### src/rtl/dmem_access_unit.sv
// -----------------------------------------------------------------------------
// dmem_access_unit
//   MEM-stage load/store initiator for a word-organised, little-endian data
//   memory with asynchronous read and posedge write. One request is handled
//   at a time. Sub-word stores are done as read-modify-write: the old word is
//   read and captured in the accept cycle, then written back with one lane
//   replaced in the following cycle.
//
// Ports
//   clk, reset                 clock, synchronous active-high reset
//   req_valid / req_ready      request handshake (ready only in IDLE)
//   req_write, req_size,
//   req_signed, req_addr,
//   req_wdata                  request fields (size 00 B, 01 H, 10 W, 11 bad)
//   rsp_valid, rsp_rdata,
//   rsp_err                    one-cycle completion pulse with result / error
//   mem_addr, mem_wdata,
//   mem_read_en, mem_write_en,
//   mem_rdata                  data memory interface (word-aligned address)
// -----------------------------------------------------------------------------
module dmem_access_unit #(
  parameter int WORDLENGTH = 32,
  parameter int DMEM_BYTES = 1024
) (
  input  logic                  clk,
  input  logic                  reset,
  input  logic                  req_valid,
  output logic                  req_ready,
  input  logic                  req_write,
  input  logic [1:0]            req_size,
  input  logic                  req_signed,
  input  logic [WORDLENGTH-1:0] req_addr,
  input  logic [WORDLENGTH-1:0] req_wdata,
  output logic                  rsp_valid,
  output logic [WORDLENGTH-1:0] rsp_rdata,
  output logic                  rsp_err,
  output logic [WORDLENGTH-1:0] mem_addr,
  output logic [WORDLENGTH-1:0] mem_wdata,
  output logic                  mem_read_en,
  output logic                  mem_write_en,
  input  logic [WORDLENGTH-1:0] mem_rdata
);

  typedef enum logic [1:0] {
    S_IDLE      = 2'b00,
    S_RMW_WRITE = 2'b01,
    S_DONE      = 2'b10
  } state_t;

  localparam logic [WORDLENGTH-1:0] LP_LIMIT = WORDLENGTH'(DMEM_BYTES);
  localparam logic [WORDLENGTH-1:0] LP_ZERO  = {WORDLENGTH{1'b0}};

  // Misaligned, out-of-range or illegal-size request.
  function automatic logic f_req_error(input logic [1:0]            size,
                                       input logic [WORDLENGTH-1:0] addr);
    logic e;
    case (size)
      2'b00:   e = 1'b0;
      2'b01:   e = addr[0];
      2'b10:   e = |addr[1:0];
      default: e = 1'b1;
    endcase
    return e | (addr >= LP_LIMIT);
  endfunction

  // Select the addressed lane of a word and sign/zero-extend it.
  function automatic logic [WORDLENGTH-1:0] f_load_extract(
      input logic [WORDLENGTH-1:0] word,
      input logic [1:0]            lo,
      input logic [1:0]            size,
      input logic                  sgn);
    logic [7:0]            b;
    logic [15:0]           h;
    logic [WORDLENGTH-1:0] shb;
    logic [WORDLENGTH-1:0] shh;
    logic [WORDLENGTH-1:0] res;
    shb = word >> {lo, 3'b000};
    shh = word >> {lo[1], 4'b0000};
    b   = shb[7:0];
    h   = shh[15:0];
    case (size)
      2'b00:   res = {{(WORDLENGTH-8){sgn & b[7]}}, b};
      2'b01:   res = {{(WORDLENGTH-16){sgn & h[15]}}, h};
      2'b10:   res = word;
      default: res = LP_ZERO;
    endcase
    return res;
  endfunction

  // Replace the target byte/half lane of the old word with store data.
  function automatic logic [WORDLENGTH-1:0] f_store_merge(
      input logic [WORDLENGTH-1:0] old,
      input logic [15:0]           data,
      input logic [1:0]            lo,
      input logic                  half);
    logic [WORDLENGTH-1:0] mask;
    logic [WORDLENGTH-1:0] ins;
    if (half) begin
      mask = {{(WORDLENGTH-16){1'b0}}, 16'hFFFF} << {lo[1], 4'b0000};
      ins  = {{(WORDLENGTH-16){1'b0}}, data} << {lo[1], 4'b0000};
    end else begin
      mask = {{(WORDLENGTH-8){1'b0}}, 8'hFF} << {lo, 3'b000};
      ins  = {{(WORDLENGTH-8){1'b0}}, data[7:0]} << {lo, 3'b000};
    end
    return (old & ~mask) | (ins & mask);
  endfunction

  state_t                r_state;
  state_t                w_state_nxt;
  logic [WORDLENGTH-1:0] r_addr;
  logic                  r_half;
  logic [15:0]           r_wdata;
  logic [WORDLENGTH-1:0] r_old;
  logic [WORDLENGTH-1:0] r_rdata;
  logic                  r_err;

  logic                  w_ready;
  logic                  w_accept;
  logic                  w_err;
  logic [WORDLENGTH-1:0] w_req_word_addr;
  logic                  w_mem_read_en;
  logic                  w_mem_write_en;
  logic [WORDLENGTH-1:0] w_mem_addr;
  logic [WORDLENGTH-1:0] w_mem_wdata;
  logic                  w_rsp_valid;
  logic [WORDLENGTH-1:0] w_rsp_rdata;
  logic                  w_rsp_err;

  assign w_ready         = (r_state == S_IDLE) & ~reset;
  assign w_accept        = req_valid & w_ready;
  assign w_err           = f_req_error(req_size, req_addr);
  assign w_req_word_addr = {req_addr[WORDLENGTH-1:2], 2'b00};

  // State register and request/result capture at accept.
  always_ff @(posedge clk) begin
    if (reset) begin
      r_state <= S_IDLE;
      r_addr  <= LP_ZERO;
      r_half  <= 1'b0;
      r_wdata <= 16'h0000;
      r_old   <= LP_ZERO;
      r_rdata <= LP_ZERO;
      r_err   <= 1'b0;
    end else begin
      r_state <= w_state_nxt;
      if (w_accept) begin
        r_addr  <= req_addr;
        r_half  <= req_size[0];
        r_wdata <= req_wdata[15:0];
        r_old   <= mem_rdata;
        r_err   <= w_err;
        // Only error-free loads produce data; stores and errors return 0.
        r_rdata <= (w_err | req_write) ? LP_ZERO
                 : f_load_extract(mem_rdata, req_addr[1:0], req_size, req_signed);
      end
    end
  end

  // Next-state and memory/response drive.
  always_comb begin
    w_state_nxt    = r_state;
    w_mem_read_en  = 1'b0;
    w_mem_write_en = 1'b0;
    w_mem_addr     = LP_ZERO;
    w_mem_wdata    = LP_ZERO;
    w_rsp_valid    = 1'b0;
    w_rsp_rdata    = LP_ZERO;
    w_rsp_err      = 1'b0;
    case (r_state)
      S_IDLE: begin
        if (!w_accept) begin
          w_state_nxt = S_IDLE;
        end else if (w_err) begin
          w_state_nxt = S_DONE;
        end else if (!req_write) begin
          w_mem_read_en = 1'b1;
          w_mem_addr    = w_req_word_addr;
          w_state_nxt   = S_DONE;
        end else if (req_size == 2'b10) begin
          w_mem_write_en = 1'b1;
          w_mem_addr     = w_req_word_addr;
          w_mem_wdata    = req_wdata;
          w_state_nxt    = S_DONE;
        end else begin
          // Sub-word store: fetch the old word first.
          w_mem_read_en = 1'b1;
          w_mem_addr    = w_req_word_addr;
          w_state_nxt   = S_RMW_WRITE;
        end
      end
      S_RMW_WRITE: begin
        w_mem_write_en = 1'b1;
        w_mem_addr     = {r_addr[WORDLENGTH-1:2], 2'b00};
        w_mem_wdata    = f_store_merge(r_old, r_wdata, r_addr[1:0], r_half);
        w_state_nxt    = S_DONE;
      end
      S_DONE: begin
        w_rsp_valid = 1'b1;
        w_rsp_rdata = r_rdata;
        w_rsp_err   = r_err;
        w_state_nxt = S_IDLE;
      end
      default: begin
        w_state_nxt = S_IDLE;
      end
    endcase
  end

  // Reset forces the memory interface and response quiet in the same cycle,
  // so an RMW write in flight is dropped and no stale response escapes.
  assign req_ready    = w_ready;
  assign mem_read_en  = w_mem_read_en  & ~reset;
  assign mem_write_en = w_mem_write_en & ~reset;
  assign mem_addr     = reset ? LP_ZERO : w_mem_addr;
  assign mem_wdata    = reset ? LP_ZERO : w_mem_wdata;
  assign rsp_valid    = w_rsp_valid & ~reset;
  assign rsp_rdata    = reset ? LP_ZERO : w_rsp_rdata;
  assign rsp_err      = w_rsp_err & ~reset;

endmodule

### config.mk
export PLATFORM = sky130hd
export DESIGN_NAME = dmem_access_unit
export DESIGN_NICKNAME = d
export VERILOG_FILES = /design/src/rtl/dmem_access_unit.sv
export SDC_FILE = /design/constraint.sdc
export NUM_CORES = 1
export LEC_CHECK = 0
export BUFFER_PORTS_ARGS = -buffer_cell sky130_fd_sc_hd__buf_4
export CORE_MARGIN = 4
export CORE_UTILIZATION = 55
export DETAILED_ROUTE_END_ITERATION = 7
export PLACE_DENSITY = 0.86
export RECOVER_POWER = 25
export SYNTH_ARGS = -nofsm -noshare
export SYNTH_HDL_FRONTEND = slang
export SYNTH_SLANG_ARGS = --single-unit
### constraint.sdc
create_clock -name clk -period 3.7 [get_ports clk]
set_input_delay 0.37 -clock clk [delete_from_list [all_inputs] [get_ports clk]]
set_output_delay 0.37 -clock clk [all_outputs]
set_load 0.03 [all_outputs]
* Word level (Yosys, flattened, before mapping) *
Cells that the tools add are included.

word-level totals
  logic and storage cells = 72
  output and inout port bits = 101
  register bits after elaboration = 116
  bits of input ports = 103

operators by class
  equal/unequal tests = 4
  shifts and indexed selects = 6
  magnitude comparators = 1
  multiplexer cells = 36
  reductions and logical operators = 3
  bitwise gates (word level) = 15

operator list
  kind                                                                      number
  32-bit two-way mux                                                        15
  32-bit one-hot mux with 2 select lines                                    2
  32-bit one-hot mux with 3 select lines                                    1
  32-bit bitwise AND                                                        2
  32-bit by 11-bit >= comparator with 1-bit output (second input constant)  1
  32-bit NOT                                                                1
  32-bit OR                                                                 1
  16-bit by 5-bit left shift with 32-bit output                             1
  16-bit by 5-bit left shift with 32-bit output (first input constant)      1
  8-bit by 5-bit left shift with 32-bit output                              1
  8-bit by 5-bit left shift with 32-bit output (first input constant)       1
  32-bit by 5-bit right shift with 16-bit output                            1
  32-bit by 5-bit right shift with 8-bit output                             1
  1-bit two-way mux                                                         11
  1-bit bitwise AND                                                         8
  2-bit two-way mux                                                         4
  2-bit by 1-bit equality test with 1-bit output (second input constant)    2
  2-bit equality test (second input constant)                               2
  2-bit zero test                                                           2
  2-bit one-hot mux with 2 select lines                                     1
  1-bit one-hot mux with 3 select lines                                     1
  1-bit OR                                                                  2
  1-bit one-hot mux with 2 select lines                                     1
  2-bit OR reduction                                                        1
  1-bit NOT                                                                 1

* Logic depth before layout (Yosys ltp) *
Gate-level depths: netlist of run 1.

  depth in word-level cells = 8
  depth in mapped cells = 7

* Worst setup path after synthesis of run 1 *
OpenSTA, ideal clock, no wires.

  path kind = input-to-output
  from = in reset
  to = out mem_read_en
  arrival = 2.570 ns
  setup slack = 0.760 ns
  path buffers = 2
  stages on the path = 5
  data required time = 3.330 ns
  cell sequence = buf_2 nor3_1 nand2_1 clkbuf_1 a211oi_1

between the ends
  longest elaborated chain between the ends = 6

RTL lines
  item               line  RTL
  start, declared    26    input logic reset,
  1-bit NOT          129   assign w_ready = (r_state == S_IDLE) & ~reset;
  1-bit bitwise AND  129
  via req_ready      28    output logic req_ready,
  1-bit bitwise AND  130   assign w_accept = req_valid & w_ready;
  1-bit two-way mux  171   if (!w_accept) begin
  1-bit two-way mux  169   case (r_state)
  1-bit bitwise AND  212   assign mem_read_en = w_mem_read_en & ~reset;
  end, declared      39    output logic mem_read_en,

The timed path passes the listed nets, and every way through them passes these cells.

* Worst setup path after layout of run 1 *
  from = in req_size[1]
  to = out mem_wdata[10]

between the ends
  longest elaborated chain between the ends = 7
  elaborated cells on any way between the ends = 11
  those cells by class = 2 x eq/ne; 7 x mux; 1 x bitwise; 1 x reduce/logical

RTL lines
  item                                                                                line     RTL
  start, declared                                                                     30       input logic [1:0] req_size,
  2-bit equality test (tied with other cells)                                         57, 179
  1-bit one-hot mux with 3 select lines / 32-bit two-way mux (equally long branches)  57, 179
  1-bit OR / 32-bit two-way mux (equally long branches)                               63, 175
  32-bit two-way mux (*)                                                              173      end else if (w_err) begin
  32-bit two-way mux (*)                                                              171
  32-bit one-hot mux with 2 select lines (*)                                          169
  32-bit two-way mux (*)                                                              215      assign mem_wdata = reset ? LP_ZERO : w_mem_wdata;
  end, declared                                                                       38       output logic [WORDLENGTH-1:0] mem_wdata,

Every way passes the cells marked *; elsewhere a longest branch is shown, timed or not.

==> results of run 1 <==
## power by group
group | total [W] | switching, W | internal [W]
clock network | 0.00165 | 0.000641 | 0.00100
registers | 0.00136 | 0.0000498 | 0.00131
logic | 0.000407 | 0.000225 | 0.000182
total | 0.00341 | 0.000916 | 0.00249
## how the worst min path moves through the flow
stage	startpoint	slack, ns	to
3_3_place_gp	r_rdata[26]	0.43	r_rdata[26]
2_1_floorplan	r_rdata[0]	0.42	r_rdata[0]
3_5_place_dp	r_rdata[31]	0.44	r_rdata[31]
5_1_grt	req_wdata[4]	0.06	r_wdata[4]
4_1_cts	req_wdata[10]	0.05	r_wdata[10]
6_report	req_wdata[10]	0.05	r_wdata[10]
## routing by layer
metal | track usage, % | up-vias
li1 | - | 3050
met2 | 45.7 | 323
met5 | 0 | -
met4 | 11.3 | 0
met1 | 39.5 | 2901
met3 | 7.16 | 46
## cell type report
cell class | count | area, µm² | share of cell area (%)
multi-input combinational | 593 | 3490 | 42.6
sequential | 116 | 2320 | 28.3
timing repair buffer | 216 | 1610 | 19.7
clock buffer | 19 | 442 | 5.39
tap | 140 | 175 | 2.14
clock inverter | 13 | 146 | 1.79
inverter | 3 | 11.3 | 0.137
## critical path, delay by kind of cell
kind / cells / cell delay [ns]
and+or+nand+nor: 2 / 0.39
AOI/OAI and AO/OA: 2 / 1.06
buffers and inverters: 3 / 1.12
## logic make-up after synthesis
family	count (synthesis)	synth area share, %
AND/OR/NAND/NOR	340	28.8
AO/OA/AOI/OAI	223	22.7
flip-flops	116	37.9
buffers and inverters	74	5.56
multiplexers	28	4.93
other	1	0.0613
## registers in the layout, summed over array words and instances, names as in the netlist
name and flops:
r_wdata 16, r_addr 32, r_rdata 32, r_state 2
r_half 1, r_err 1, r_old 32
## synthesized netlist by cell type, types with 8 or more instances
cell type / number
and2_1: 60
o2bb2ai_1: 23
buf_2: 11
a21oi_1: 51
nand2b_1: 48
clkbuf_1: 50
a211oi_1: 18
nor2_1: 18
mux2i_1: 20
nor4bb_1: 8
nand2_1: 160
nor2b_1: 12
o21ai_0: 60
o21ai_1: 29
dfxtp_1: 116
a22o_1: 10
or4_1: 8
## per-stage QoR
| step | hold slack [ns] | cells | area (µm²) |
|---|---|---|---|
| floorplan | 0.421 | 783 | 6120 |
| global placement | 0.431 | 1068 | 7620 |
| detailed placement | 0.438 | 1068 | 7620 |
| CTS | 0.0453 | 1100 | 8210 |
| global route | 0.0610 | 1100 | 8190 |
| finish | 0.0533 | 1100 | 8190 |
==> results by group, run 1 <==
Run status
  • Outcome: finished with violations
  • Failing checks: max-capacitance violations, max-slew violations

Setup path
  • Critical Path Sink Type: primary output
  • Reg2reg setup slack: ~0.75 ns
  • Critical path startpoint category: input pin
  • Crit Path Class: in -> out
  • Worst Reg-to-Reg Cells: 3
  • Critical path endpoint: mem_wdata[10]
  • CP max FO: 32
  • Crit path top cell by count: buf_4
  • RR Endpoint: r_old[10]
  • Critical Path Max Stage Delay: a little under 0.8 ns
  • Data required, critical path: between 3 and 4 ns
  • Slowest cell on the critical path: o2bb2ai_1
  • R2r startpoint: r_state[1]
  • CP Launch Point: req_size[1]
  • CP Cell Sequence: clkbuf_1 > or2b_1 > o2bb2ai_1 > nor4_4 > buf_4 > a22o_1 > buf_4
  • Arrival time at the worst endpoint: 2.95 ns

Clocking
  • H-tree depth: 4
  • Cts hold-fix bufs: 0
  • Post-CTS resize count: 0
  • Clock sink total: roughly 120
  • Worst-skew pair later-pin latency: about 0.52 ns
  • Inserted Clock Buffers: 17
  • Post-CTS Setup Bufs: 0
  • CTS Root Buffer Type: clkbuf_8
  • CTS tree: yes
  • CTS clock-pin slew for the worst setup and hold paths: approximately 0.06 ns
  • CTS Buffer Depth: 2

Synthesis
  • #FFs+latches synth: about 120
  • Mapped Cells: between 700 and 800
  • Mean Syn Cell Area: slightly below 8 µm²
  • Async SR Flop Fraction: 0%
  • Top cell type's share of synthesized area: roughly 38%
  • Post-synthesis cell area: 0.00612 mm²
  • Synth Flop Type: dfxtp_1
  • Unique masters post-synth: 48
  • Post-synth EDFFs: 0
  • Ranking of synthesized cells by area: dfxtp_1 38%, nand2_1 9.8%, and2_1 6.1%
  • Seq/Total Area, Yosys: between 30% and 40%
  • Yosys top cell by area: dfxtp_1
  • Synth warn: 0

STA
  • Fmax: around 300 MHz
  • Slew Viols, Final: just under 60
  • Tcrit/Tclk final: between 80 and 90%
  • Final WS setup: ~0.38 ns
  • Setup Viol. Count Final: 0
  • Tmin final: about 3.3 ns
  • Tightest Pin Transition: ~2.0 ns
  • Slew HR: -32.5%
  • Worst Clk Skew: between 0.008 and 0.009 ns
  • RSZ-0062 raised after global routing: false
  • Final hold violation count: 0
  • Setup TNS: 0 ns

Route
  • DR top layer: met4
  • Wire length on met3: roughly 1800 µm
  • Drt pass-1 iters: 5
  • Residual DRC count: 0
  • First-iteration detailed-routing DRC count: around 530
  • Met2 routed WL: between 8000 and 9000 µm
  • Vias post-DR: roughly 6300
  • Final ANT Viol Nets: 0
  • Drt total wl: 19300 µm
  • M1 wire length: between 8000 and 9000 µm
  • Avg WL per Cell: about 18 µm
  • Vias/cell: around 5.7

Final layout
  • NumNets Final: 1050
  • Most common cell after layout, fill and taps aside: buf_4
  • Fraction of layout cells with a size suffix above 1: 27.6%
  • Fin util: between 70% and 80%
  • Filler cell count: ~800
  • Commonest cells after routing, fill and taps aside: 213 x buf_4, 160 x nand2_1, 116 x dfxtp_1, 60 x and2_1, 60 x o21ai_0
  • P&R area growth vs syn: 33.9%
  • Diodes inserted: 0

Place
  • IO Port Bufs: 201
  • GPL Wtd Cong: a little over 0.9
  • Pre-CTS setup slack: ~0.8 ns
  • Hpwl dp: approximately 14000 µm

GRT
  • Antenna violations before repair: 0
  • First-pass GRT wire length: between 30000 and 40000 µm
  • Largest net degree at the start of global routing: slightly below 60
  • Vias in the first global route: 5990
  • Tot GR Track Use: between 20 and 30%
  • Total grt overflow: 0

Run
  • MaxCap Viol Count: 1

Floorplanning
  • Row Count: 38
  • Ports: 204
  • Die height: 113 µm
  • Initial Utilization: between 50% and 60%
  • Die area: 0.0129 mm²
  • Die width: between 100 and 150 µm
  • Core footprint: 0.0109 mm²

Power
  • Tot Pwr: ~0.0034 W
  • Power density cells: 416 mW/mm²
  • Lkg Pwr: 3.36 nW
  • VDD IR max: just over 0.3 mV

Min path
  • WHS Path Cells: 3
  • Hold WC Path Type: in -> reg
Power figures use the tool's default switching activity.
==> inputs of run 2 (changes only) <==
--- a/config.mk
+++ b/config.mk
@@ -7,9 +7,9 @@
 export LEC_CHECK = 0
 export BUFFER_PORTS_ARGS = -buffer_cell sky130_fd_sc_hd__buf_4
 export CORE_MARGIN = 4
-export CORE_UTILIZATION = 55
+export CORE_UTILIZATION = 51
 export DETAILED_ROUTE_END_ITERATION = 7
-export PLACE_DENSITY = 0.86
+export PLACE_DENSITY = 0.81
 export RECOVER_POWER = 25
 export SYNTH_ARGS = -nofsm -noshare
 export SYNTH_HDL_FRONTEND = slang
==> constraint.sdc (replaced) <==
create_clock -name clk -period 3.8 [get_ports clk]
set_input_delay 0.38 -clock clk [delete_from_list [all_inputs] [get_ports clk]]
set_output_delay 0.38 -clock clk [all_outputs]
set_load 0.03 [all_outputs]
==> results by group, run 2 (synthesis results as in run 1) <==
Setup path
  • Delay-heaviest family, CP: buffers and inverters
  • Reg2reg setup slack: 0.99 ns (+0.24 ns)
  • CP max FO: 32 (unchanged)
  • Critical Path Sink Type: primary output
  • Slowest cell on the critical path: clkbuf_1
  • Bufs and invs on worst path: 3 (unchanged)
  • Critical path startpoint category: input pin
  • CP Launch Point: req_size[1]
  • CP Cell Sequence: clkbuf_1 > nor2b_1 > o2bb2ai_1 > nor4_4 > buf_4 > o2bb2ai_1 > buf_4
  • Arrival time at the worst endpoint: 2.93 ns (-0.02 ns)
  • Critical Path Max Stage Delay: 0.68 ns (-0.10 ns)
  • Crit Path Class: in -> out
  • R2r startpoint: r_state[1]
  • Data required, critical path: 3.42 ns (+0.09 ns)

Place
  • Hpwl dp: 14100 µm (+2.8%)
  • IO Port Bufs: 201 (unchanged)
  • Pre-CTS setup slack: 0.939 ns (+0.125 ns)
  • GPL Wtd Cong: 0.907 (-3.0%)

STA
  • Fin Hold WS: 0.163 ns (+0.110 ns)
  • Setup TNS: 0 ns (unchanged)
  • Tmin final: roughly 3.3 ns
  • Final hold violation count: 0 (unchanged)
  • RSZ-0062 raised after global routing: false
  • Setup Viol. Count Final: 0 (unchanged)
  • Fmax: 302 MHz
  • Slew Viols, Final: 0 (-100%)
  • Worst Clk Skew: 0.00738 ns (-0.00115 ns)
  • Tcrit/Tclk final: roughly 87%
  • Tightest Pin Transition: 1.36 ns (-0.623 ns)
  • Final WS setup: 0.491 ns (+0.112 ns)
  • Slew HR: 9.02% (+42 points)

Route
  • Residual DRC count: 0 (unchanged)
  • Drt pass-1 iters: 5 (unchanged)
  • Vias/cell: 5.73 (-0.31%)
  • Avg WL per Cell: 18.0 µm (+2.7%)
  • Vias post-DR: 6312 (-0.13%)
  • Drt total wl: 19800 µm (+2.8%)
  • Final ANT Viol Nets: 0 (unchanged)
  • First-iteration detailed-routing DRC count: 651 (+22%)

Floorplanning
  • Die area: 0.0138 mm² (+7.3%)
  • Ports: 204 (unchanged)
  • Row Count: 39 (+2.6%)
  • Die height: 118 µm (+3.6%)
  • Core footprint: 0.0116 mm² (+6.2%)
  • Initial Utilization: 52.9% (-3.3 points)
  • Die width: 118 µm (+3.6%)

Clocking
  • Post-CTS resize count: 0 (unchanged)
  • Cts hold-fix bufs: 0 (unchanged)
  • Worst-skew pair later-pin latency: 0.42 ns (-0.10 ns)
  • Post-CTS Setup Bufs: 0 (unchanged)
  • H-tree depth: 4 (unchanged)
  • Inserted Clock Buffers: 17 (unchanged)
  • Clock sink total: 116 (unchanged)
  • CTS tree: yes
  • CTS Buffer Depth: 2 (unchanged)
  • CTS clock-pin slew for the worst setup and hold paths: 0.06 ns (about the same)
  • CTS Root Buffer Type: clkbuf_16

GRT
  • Grt met2 use: 44.0% (-1.7 points)
  • GRT Max-Usage Layer: met2
  • Tot GR Track Use: 27.8% (-1.6 points)
  • Met3 Resource Use GR: 8.07% (+0.91 points)
  • Antenna violations before repair: 0 (unchanged)
  • First-pass GRT wire length: 31300 µm (+2.8%)
  • Vias in the first global route: 6020 (+0.50%)
  • Total grt overflow: 0 (unchanged)
  • Routing usage on met1: 36.0% (-3.6 points)
  • Largest net degree at the start of global routing: 79 (+34%)

Final layout
  • Largest regs: r_addr: 32 flops, r_old: 32 flops, r_rdata: 32 flops
  • Most common cell after layout, fill and taps aside: buf_4
  • Fin util: 70.8% (-4.5 points)
  • Diodes inserted: 0 (unchanged)
  • P&R area growth vs syn: 33.7%
  • NumNets Final: 1049 (-0.095%)
  • Commonest cells after routing, fill and taps aside: 209 x buf_4, 160 x nand2_1, 116 x dfxtp_1, 60 x and2_1, 60 x o21ai_0
  • Fraction of layout cells with a size suffix above 1: 27.2% (-0.39 points)

Power
  • Power density cells: 409 mW/mm² (-1.6%)
  • Lkg Pwr: 3.34 nW (-0.61%)
  • VDD IR max: 0.254 mV (-17%)

Run status
  • Outcome: finished clean

Run
  • MaxCap Viol Count: 0 (-1)

Min path
  • Hold path startpoint: req_wdata[6]
  • Hold WC Path Type: in -> reg
[run 2: cell types whose count changed in the layout (fill, tap and decap cells not counted), moves of 2 or more]
cell | before | now
clkbuf_1 | 3 | 5
clkinv_4 | 2 | 4
clkinvlp_4 | 2 | 4
buf_4 | 213 | 209
inv_6 | 5 | 2
clkbuf_8 | 3 | 0
[run 2: path summary, 6_finish.rpt]
| check | end | depth (start not counted) |
|---|---|---|
| max | mem_wdata[18] | 7 |
| min | r_wdata[6] | 3 |
| max reg2reg | r_rdata[29] | 7 |
| min reg2reg | r_rdata[22] | 2 |
[run 2: where the power goes]
group / internal (W) / leakage, nW / total (W) / switching (W)
sequential: 0.00127 / 0.948 / 0.00132 / 0.0000475
clock: 0.00103 / 0.286 / 0.00163 / 0.000600
combinational: 0.000174 / 2.11 / 0.000398 / 0.000224
total: 0.00248 / 3.34 / 0.00335 / 0.000871
[run 2: layout make-up]
| cell class | count | area [µm²] |
|---|---|---|
| multi-input combinational | 593 | 3470 |
| fill | 939 | 3380 |
| sequential | 116 | 2320 |
| timing repair buffer | 215 | 1590 |
| clock buffer | 17 | 425 |
| clock inverter | 15 | 183 |
| tap | 143 | 179 |
| inverter | 3 | 11.3 |
[run 2: worst reg2reg max path, stage by stage (launching register included)]
cell and delay [ns]:
dfxtp_1 0.38, nor4b_1 0.47, buf_4 0.35, clkbuf_2 0.94
nor2_1 0.15, buf_4 0.25, nand2_1 0.09, o21ai_1 0.06
[run 2: per-stage QoR]
stage | area, µm² | std cells | power (W)
after floorplan | 6120 | 783 | 0.00155
after global placement | 7610 | 1070 | 0.00173
after detailed placement | 7610 | 1070 | 0.00173
after CTS | 8220 | 1102 | 0.00336
after global routing | 8190 | 1102 | 0.00346
final | 8190 | 1102 | 0.00335
[run 2: metal layers]
metal,wire length [µm],vias up
met3,1900,38
met4,534,0
met2,9030,349
met5,0,-
li1,-,3042
met1,8330,2883
==> inputs of run 3 (changes only) <==
==> constraint.sdc (replaced) <==
create_clock -name clk -period 3.1 [get_ports clk]
set_input_delay 0.31 -clock clk [delete_from_list [all_inputs] [get_ports clk]]
set_output_delay 0.31 -clock clk [all_outputs]
set_load 0.03 [all_outputs]
==> results by group, run 3 (synthesis results as in run 1) <==
STA
  • Final hold violation count: 0 (unchanged)
  • RSZ-0062 raised after global routing: false
  • Tcrit/Tclk final: between 80% and 90%
  • Setup Viol. Count Final: 0 (unchanged)
  • Fmax: approximately 370 MHz
  • Final WS setup: 0.372 ns (-0.118 ns)
  • Slew HR: 6.29% (-2.7 points)
  • Setup TNS: 0 ns (unchanged)
  • Worst Clk Skew: 0.00586 ns (-0.00152 ns)
  • Tightest Pin Transition: 1.41 ns (+0.0410 ns)
  • Slew Viols, Final: 0 (unchanged)
  • Tmin final: about 2.7 ns

Min path
  • Worst-case hold path end point: r_wdata[13]
  • Hold WC Path Type: in -> reg
  • Hold path startpoint: req_wdata[13]
  • WHS Path Cells: 3 (unchanged)

Power
  • Lkg Pwr: 3.41 nW (+1.9%)
  • Gate power share: 12.2% (+0.3 points)
  • Clock share of power: 48.6% (about the same)
  • Switching pwr: 0.00104 W (+19%)
  • Power density cells: 497 mW/mm² (+21%)
  • Internal power: 0.00307 W (+24%)
  • Sw Ratio: 25.3% (-0.68 points)
  • Flop pwr share: 39.3% (about the same)
  • VDD IR max: 0.362 mV (+42%)

Setup path
  • Critical Path Sink Type: primary output
  • CP max FO: 32 (unchanged)
  • Critical path startpoint category: register
  • Crit Path Class: reg -> out
  • Worst Reg-to-Reg Cells: 7 (unchanged)
  • Data required, critical path: 2.79 ns (-0.63 ns)
  • Reg2reg setup slack: 0.68 ns (-0.31 ns)
  • CP Launch Point: r_state[1]
  • RR Endpoint: r_rdata[12]
  • R2r startpoint: r_state[1]
  • Arrival time at the worst endpoint: 2.42 ns (-0.51 ns)

Route
  • Vias/cell: 5.74 (+0.18%)
  • Drt pass-1 iters: 6 (+1)
  • Residual DRC count: 0 (unchanged)
  • Drt total wl: 19500 µm (-1.4%)
  • Vias post-DR: 6369 (+0.90%)
  • First-iteration detailed-routing DRC count: 673 (+3.4%)
  • Final ANT Viol Nets: 0 (unchanged)
  • Avg WL per Cell: 17.6 µm (-2.1%)

Floorplanning
  • Die width: 118 µm (unchanged)
  • Die height: 118 µm (unchanged)
  • Row Count: 39 (unchanged)
  • Core footprint: 0.0116 mm² (unchanged)
  • Die area: 0.0138 mm² (unchanged)
  • Ports: 204 (unchanged)
  • Initial Utilization: 52.9% (unchanged)

Clocking
  • Cts hold-fix bufs: 0 (unchanged)
  • CTS clock-pin slew for the worst setup and hold paths: 0.06 ns (about the same)
  • Clock sink total: 116 (unchanged)
  • Inserted Clock Buffers: 17 (unchanged)
  • Post-CTS Setup Bufs: 0 (unchanged)
  • CTS Root Buffer Type: clkbuf_16
  • Worst-skew pair later-pin latency: 0.41 ns (about the same)
  • CTS Buffer Depth: 2 (unchanged)
  • Post-CTS resize count: 0 (unchanged)
  • H-tree depth: 4 (unchanged)
  • CTS tree: yes

GRT
  • Tot GR Track Use: 27.2% (-0.55 points)
  • Antenna violations before repair: 0 (unchanged)
  • Total grt overflow: 0 (unchanged)
  • Largest net degree at the start of global routing: 66 (-16%)
  • Vias in the first global route: 6004 (-0.27%)
  • First-pass GRT wire length: 31000 µm (-0.77%)

Final layout
  • Diodes inserted: 0 (unchanged)
  • NumNets Final: 1057 (+0.76%)
  • Commonest cells after routing, fill and taps aside: 219 x buf_4, 160 x nand2_1, 116 x dfxtp_1, 60 x and2_1, 60 x o21ai_0
  • Most common cell after layout, fill and taps aside: buf_4
  • Filler cell count: 949 (+1.1%)
  • Fraction of layout cells with a size suffix above 1: 28.0% (+0.81 points)
  • P&R area growth vs syn: 35.0%
  • Largest regs: r_addr: 32 flops, r_old: 32 flops, r_rdata: 32 flops

Place
  • IO Port Bufs: 201 (unchanged)
  • Hpwl dp: 14100 µm (+0.41%)
  • Pre-CTS setup slack: 0.692 ns (-0.247 ns)
  • GPL Wtd Cong: 0.910 (+0.29%)

Run
  • MaxCap Viol Count: 0 (unchanged)

Run status
  • Outcome: finished clean
run 3: final cells by class:
cell class                 instances  area [µm²]  share of cell area, %
multi-input combinational        593        3490                   42.2
clock buffer                      20         447                   5.40
tap                              143         179                   2.16
clock inverter                    12         155                   1.88
inverter                           3        11.3                  0.136
sequential                       116        2320                   28.1
timing repair buffer             223        1660                   20.1
run 3: stage by stage:
| step | hold slack [ns] | total power, W | instance area [µm²] | cells | utilization, % |
|---|---|---|---|---|---|
| 6_report | 0.100 | 0.00411 | 8270 | 1110 | 71.5 |
| 5_1_grt | 0.106 | 0.00425 | 8270 | 1110 | 71.5 |
| 4_1_cts | 0.0973 | 0.00411 | 8280 | 1110 | 71.6 |
| 3_5_place_dp | 0.437 | 0.00213 | 7670 | 1078 | 66.4 |
| 3_3_place_gp | 0.432 | 0.00212 | 7670 | 1078 | 66.4 |
| 2_1_floorplan | 0.418 | 0.00191 | 6120 | 783 | - |
run 3: worst max-delay path by stage:
stage	cells after the start	slack (ns)	end
after floorplan	5	0.28	mem_read_en
after global placement	8	0.69	mem_wdata[31]
after detailed placement	8	0.69	mem_wdata[25]
after CTS	6	0.40	mem_wdata[25]
after global routing	6	0.28	mem_wdata[28]
final	6	0.37	mem_wdata[9]
run 3: worst max-delay path: stages (launching register included):
cell and delay [ns]:
dfxtp_1 0.39, nor4b_4 0.48, nand3_1 0.22, nor4_4 0.18
buf_4 0.36, a22o_1 0.21, buf_4 0.16
run 3: metal layers:
metal  GRT usage, %  part of all wire, %  up-vias
met2           42.0                   45      331
met4           11.0                  2.7        0
met3           6.92                  8.9       44
met1           36.5                   43     2925
li1               -                    -     3069
met5              0                    0        -
run 3: power by group through the flow:
stage | logic, W | registers, W | clock network (W)
after floorplan | 0.000286 | 0.00162 | 0
final | 0.000500 | 0.00161 | 0.00199
after global routing | 0.000543 | 0.00162 | 0.00209
after global placement | 0.000486 | 0.00164 | 0
after detailed placement | 0.000490 | 0.00164 | 0
after CTS | 0.000494 | 0.00161 | 0.00200
